<file path="src/rtl/mux10.sv">
// Registered 10:1 selector: Z takes I<S> one clock after S is sampled; codes 10-15 give zero and flag sel_err.
// Latency is one clock; there is no backpressure, and every edge loads a new value.
module mux10 #(
  parameter int WIDTH = 8
) (
  input  logic             clk,
  input  logic             rst_n,
  input  logic [3:0]       S,
  input  logic [WIDTH-1:0] I0,
  input  logic [WIDTH-1:0] I1,
  input  logic [WIDTH-1:0] I2,
  input  logic [WIDTH-1:0] I3,
  input  logic [WIDTH-1:0] I4,
  input  logic [WIDTH-1:0] I5,
  input  logic [WIDTH-1:0] I6,
  input  logic [WIDTH-1:0] I7,
  input  logic [WIDTH-1:0] I8,
  input  logic [WIDTH-1:0] I9,
  output logic [WIDTH-1:0] Z,
  output logic             sel_err
);

  logic [WIDTH-1:0] sel_dat;
  logic             sel_bad;

  // Only the addressed input reaches sel_dat, so unknowns on other inputs stay out.
  always_comb begin
    sel_dat = '0;
    sel_bad = 1'b0;
    case (S)
      4'd0:    sel_dat = I0;
      4'd1:    sel_dat = I1;
      4'd2:    sel_dat = I2;
      4'd3:    sel_dat = I3;
      4'd4:    sel_dat = I4;
      4'd5:    sel_dat = I5;
      4'd6:    sel_dat = I6;
      4'd7:    sel_dat = I7;
      4'd8:    sel_dat = I8;
      4'd9:    sel_dat = I9;
      default: sel_bad = 1'b1;
    endcase
  end

  always_ff @(posedge clk or negedge rst_n) begin
    if (!rst_n) begin
      Z       <= '0;
      sel_err <= 1'b0;
    end else begin
      Z       <= sel_dat;
      sel_err <= sel_bad;
    end
  end

endmodule

</file>
<file path="config.mk">
export PLATFORM = sky130hd
export DESIGN_NAME = mux10
export DESIGN_NICKNAME = d
export VERILOG_FILES = /design/src/rtl/mux10.sv
export SDC_FILE = /design/constraint.sdc
export NUM_CORES = 1
export LEC_CHECK = 0
export ABC_AREA = 0
export CAP_MARGIN = 10
export CORE_ASPECT_RATIO = 0.6
export CORE_UTILIZATION = 24
export DETAILED_ROUTE_END_ITERATION = 8
export GPL_TIMING_DRIVEN = 0
export PLACE_DENSITY_LB_ADDON = 0.1
export SLEW_MARGIN = 10
export SYNTH_ARGS = -nofsm -noshare
export SYNTH_HDL_FRONTEND = slang
export SYNTH_SLANG_ARGS = --single-unit
export TNS_END_PERCENT = 50
</file>
<file path="constraint.sdc">
create_clock -name clk -period 0.8 [get_ports clk]
set_clock_uncertainty 0.2 [all_clocks]
set_input_delay 0.08 -clock clk [delete_from_list [all_inputs] [get_ports clk]]
set_output_delay 0.08 -clock clk [all_outputs]
set_load 0.01 [all_outputs]
</file>
Yosys cells after proc, flatten, opt, wreduce, memory -nomap -nowiden
Index checks and enable logic that the tools add are counted.
{"block": "word_totals", "out_inout_bits": 9, "wordCells": 15, "register_bits": 9}
{"block": "classes", "n_eq_ne": 9, "reduce_logical": 2, "n_mux": 2}
{"cell": "case mux 8 bit (10 select lines)", "count": 1}
{"cell": "equality test 4 x 3 -> 1 bit, second input constant", "count": 4}
{"cell": "OR reduction 10 bit", "count": 1}
{"cell": "equality test 4 x 2 -> 1 bit, second input constant", "count": 2}
{"cell": "equality test 4 bit, second input constant", "count": 2}
{"cell": "equality test 4 x 1 -> 1 bit, second input constant", "count": 1}
{"cell": "logical NOT 4 bit", "count": 1}
{"cell": "2-to-1 mux 1 bit", "count": 1}

Logic depth before layout (Yosys ltp)
{"block": "depth", "depth_word": 3, "mapped_depth": 6, "mapped_depth_nobuf": 4}

Least setup slack after synthesis
OpenSTA, ideal clock, no wires.
{"block": "synth_path", "kind": "input port to flip-flop", "start": "input S[3]", "end": "register Z[2]", "setup_time_ns": 0.139, "path_stages": 6, "arrival_ns": 1.103, "path_slack_ns": -0.642, "cell_sequence": "buf_6 nor2b_4 buf_6 a22oi_2 nor2_1 or4_1"}
{"block": "synth_between", "elab_chain_len": 2}
{"item": "from (decl)", "line_no": "8", "text": "input logic [3:0] S,"}
{"item": "equality test 4 bit, or another cell as far along", "line_no": "30", "text": "case (S)"}
{"item": "case mux 8 bit (10 select lines) (*)", "line_no": "30"}
{"item": "net sel_dat[2]", "line_no": "23", "text": "logic [WIDTH-1:0] sel_dat;"}
{"item": "to (signal assigned)", "line_no": "50", "text": "Z <= sel_dat;"}
{"item": "to (decl)", "line_no": "19", "text": "output logic [WIDTH-1:0] Z,"}
Mark *: on every way through the listed nets, which the timed path passes. The rest lies on a longest branch.

Worst setup path after layout
{"block": "layout_path", "start": "input S[0]", "end": "register Z[2]"}
The elaborated chain is that of the path after synthesis.

==> impl_metrics.yaml <==
sta:
  fmaxAchievable_ghz: 0.739
  maxSlewHeadroom_pct: 68.5
  holdWs_ns: -0.0559
  slew_viol_final: 0
  setup_tns_ns: -5.41
  period_minus_slack_ns: 1.35
  setup_slack_ns: -0.554
  finalHoldViolations: 9
  tightest_slew_ns: 0.470
  setup_viol: 17
  fin_crit_sh_pct: 169
  rsz0062_at_grt: "yes"
route:
  via_per_inst: 5.06
  antenna_left: 0
  drtPass1Iterations: 4
  post-route-drc-count: 0
  wire_per_inst_um: 17.0
  vias: 1408
  drt_wl_total_um: 4720
  first_iter_violations: 39
worst_setup_path:
  path_max_fanout: 7
  arrival_ns: 1.25
  crit_path_end_kind: "register"
  critPathRequiredTime_ns: 0.70
  critPathKind: "in -> reg"
  start_kind: "primary input"
floorplanning:
  fp.coreArea_um2: 3830
  die_area_um2: 4460
  boundaryPins: 95
  row_count: 17
  die_h_um: 52.2
  initial_core_util_pct: 26.3
  fp.dieW_um: 85.6
placement:
  place_hpwl_um: 3540
  place_congestion: 0.811
  port_buffers: 93
  dp_cells: 258
clocking:
  cts_tree: "built"
  cts_htree_levels: 1
  clock_sinks: 9
  cts_buffers: 3
  clkSlewWorstSetupHoldPaths_ns: 0.04
  cts_buffer_depth: 2
  cts_root_buf: "clkbuf_8"
status:
  outcome: "finished, violations left"
  violations: "negative hold slack, negative setup slack"
finish:
  layout_common_cells: "clkdlybuf4s50_1, dlygate4sd2_1, buf_4"
  finalNonFillerCells: 278
  final_common_cell: "clkdlybuf4s50_1"
  nets: 318
  fillCellCount: 324
  area_growth_pct: 144
  antenna_cells: 0
  drive_gt1_share_pct: 35.5
synthesis:
  avgSynthCellArea_um2: 8.53
  synth_xor_area_share_pct: 0
  syn_nets: 204
  postSynthRegisterBits: 9
  yosys.area_share.simple_pct: 25.9
  synth-main-ff-cell: "dfrtp_1"
  ys_async_sr_fraction_pct: 100
  synth_compound_area_share_pct: 27.1
  synthMuxAreaShare_pct: 16.9
  synth_fa_ha_area_share_pct: 0
  yosys_warnings: 0
  synth_top_family_by_area: "compound AO/OA/AOI/OAI gates"
  ys_seq_area_share_pct: 22.4
  synth_edf_count: 0
  synth.distinct_cells: 32
  syn_inst: 118
  netlist_area_um2: 1010
min_path:
  min_path_type: "in -> async"
global_routing:
  grt_pass1_vias: 1413
  grt_usage_pct: 20.7
  grt_first_pass_wirelength_um: 6870
  antenna_found_initial: 0
  grt_overflow: 0
  grt_max_degree: 11
power:
  internal_power_mw: 1.55
  switching_share_pct: 28.5
  power_switching_mw: 0.618
  ir_worst_vdd_mv: 0.519
  power_density_nw_per_um2: 883
  power_leakage_nw: 1.14
  p_clk_share_pct: 24.3
  seqPwrFrac_pct: 23.9
  p_total_mw: 2.17
  pwr-share-comb_pct: 51.8
run:
  maxCapViolations: 0
flip-flops by register name (all words and copies together) (netlist names):
register	count
Z	8
sel_err	1
how the worst max path moves through the flow:
stage          startpoint   end  cells after the start
2_1_floorplan        S[3]  Z[2]                      6
3_3_place_gp         S[1]  Z[1]                      7
3_5_place_dp         S[1]  Z[1]                      7
4_1_cts              S[0]  Z[2]                      6
5_1_grt              S[0]  Z[2]                      6
6_report             S[0]  Z[2]                      6
through the flow:
| step | worst slack [ns] | cell area (µm²) | utilization (%) |
|---|---|---|---|
| 5_1_grt | -0.589 | 2460 | 64.2 |
| 4_1_cts | -0.544 | 2260 | 59.0 |
| 3_3_place_gp | -1.41 | 2010 | 52.6 |
| 3_5_place_dp | -1.47 | 2010 | 52.6 |
| 2_1_floorplan | -0.588 | 1020 | - |
| 6_report | -0.554 | 2460 | 64.2 |
cells in the mapped netlist, types with 2 or more instances:
cell type | count | area, µm²
clkbuf_1 | 2 | 7.51
buf_2 | 5 | 25.0
buf_6 | 4 | 45.0
nor2_1 | 6 | 22.5
a32oi_1 | 3 | 26.3
o32ai_1 | 4 | 35.0
a21oi_1 | 2 | 10.0
nand2b_1 | 2 | 12.5
or4_1 | 3 | 22.5
a22oi_1 | 14 | 105
nor3_1 | 3 | 15.0
dfrtp_1 | 9 | 225
nand2_1 | 4 | 15.0
or3_1 | 6 | 37.5
mux2i_1 | 17 | 170
nand3_1 | 4 | 20.0
o22ai_1 | 7 | 43.8
nor3b_1 | 3 | 22.5
nor2b_1 | 7 | 43.8
logic make-up after synthesis:
kind of cell	count (synthesis)
AND/OR/NAND/NOR	44
AO/OA/AOI/OAI	37
flip-flops	9
buffers and inverters	11
multiplexers	17
worst max-delay path: stages:
cell and delay [ns]:
buf_8 0.10, buf_8 0.12, and3b_2 0.21, a32oi_1 0.16, nor2_1 0.07, or4_1 0.51
power groups by stage:
stage | Clock (mW) | Sequential, mW | Combinational (mW)
after floorplan | 0 | 0.552 | 0.311
after global placement | 0 | 0.525 | 0.944
after detailed placement | 0 | 0.525 | 0.952
after CTS | 0.548 | 0.518 | 1.02
after global routing | 0.578 | 0.524 | 1.19
final | 0.527 | 0.518 | 1.12
final cells by class:
| type | instances | area, µm² | share of cell area, % |
|---|---|---|---|
| Timing Repair Buffer | 112 | 1090 | 44.5 |
| Multi-Input combinational cell | 98 | 920 | 37.4 |
| Sequential cell | 9 | 225 | 9.16 |
| Buffer | 8 | 116 | 4.74 |
| Tap cell | 47 | 58.8 | 2.39 |
| Clock buffer | 4 | 45.0 | 1.83 |
timing repair:
action / in CTS / in global routing
setup buffers: 12 / 6
pin swaps: 33 / 22
cloned: 0 / 1
endpoints found under the setup margin: 18 / 18
hold endpoints to repair: 9 / 9
gates resized for setup: 126 / 39
metal layers:
layer / GRT usage [%] / wire (µm) / vias to the layer above
li1: - / - / 690
met1: 26.5 / 2120 / 639
met2: 33.7 / 2120 / 74
met3: 6.67 / 442 / 5
met4: 5.56 / 42 / 0
met5: 0 / 0 / -
Power figures use the tool's default switching activity.
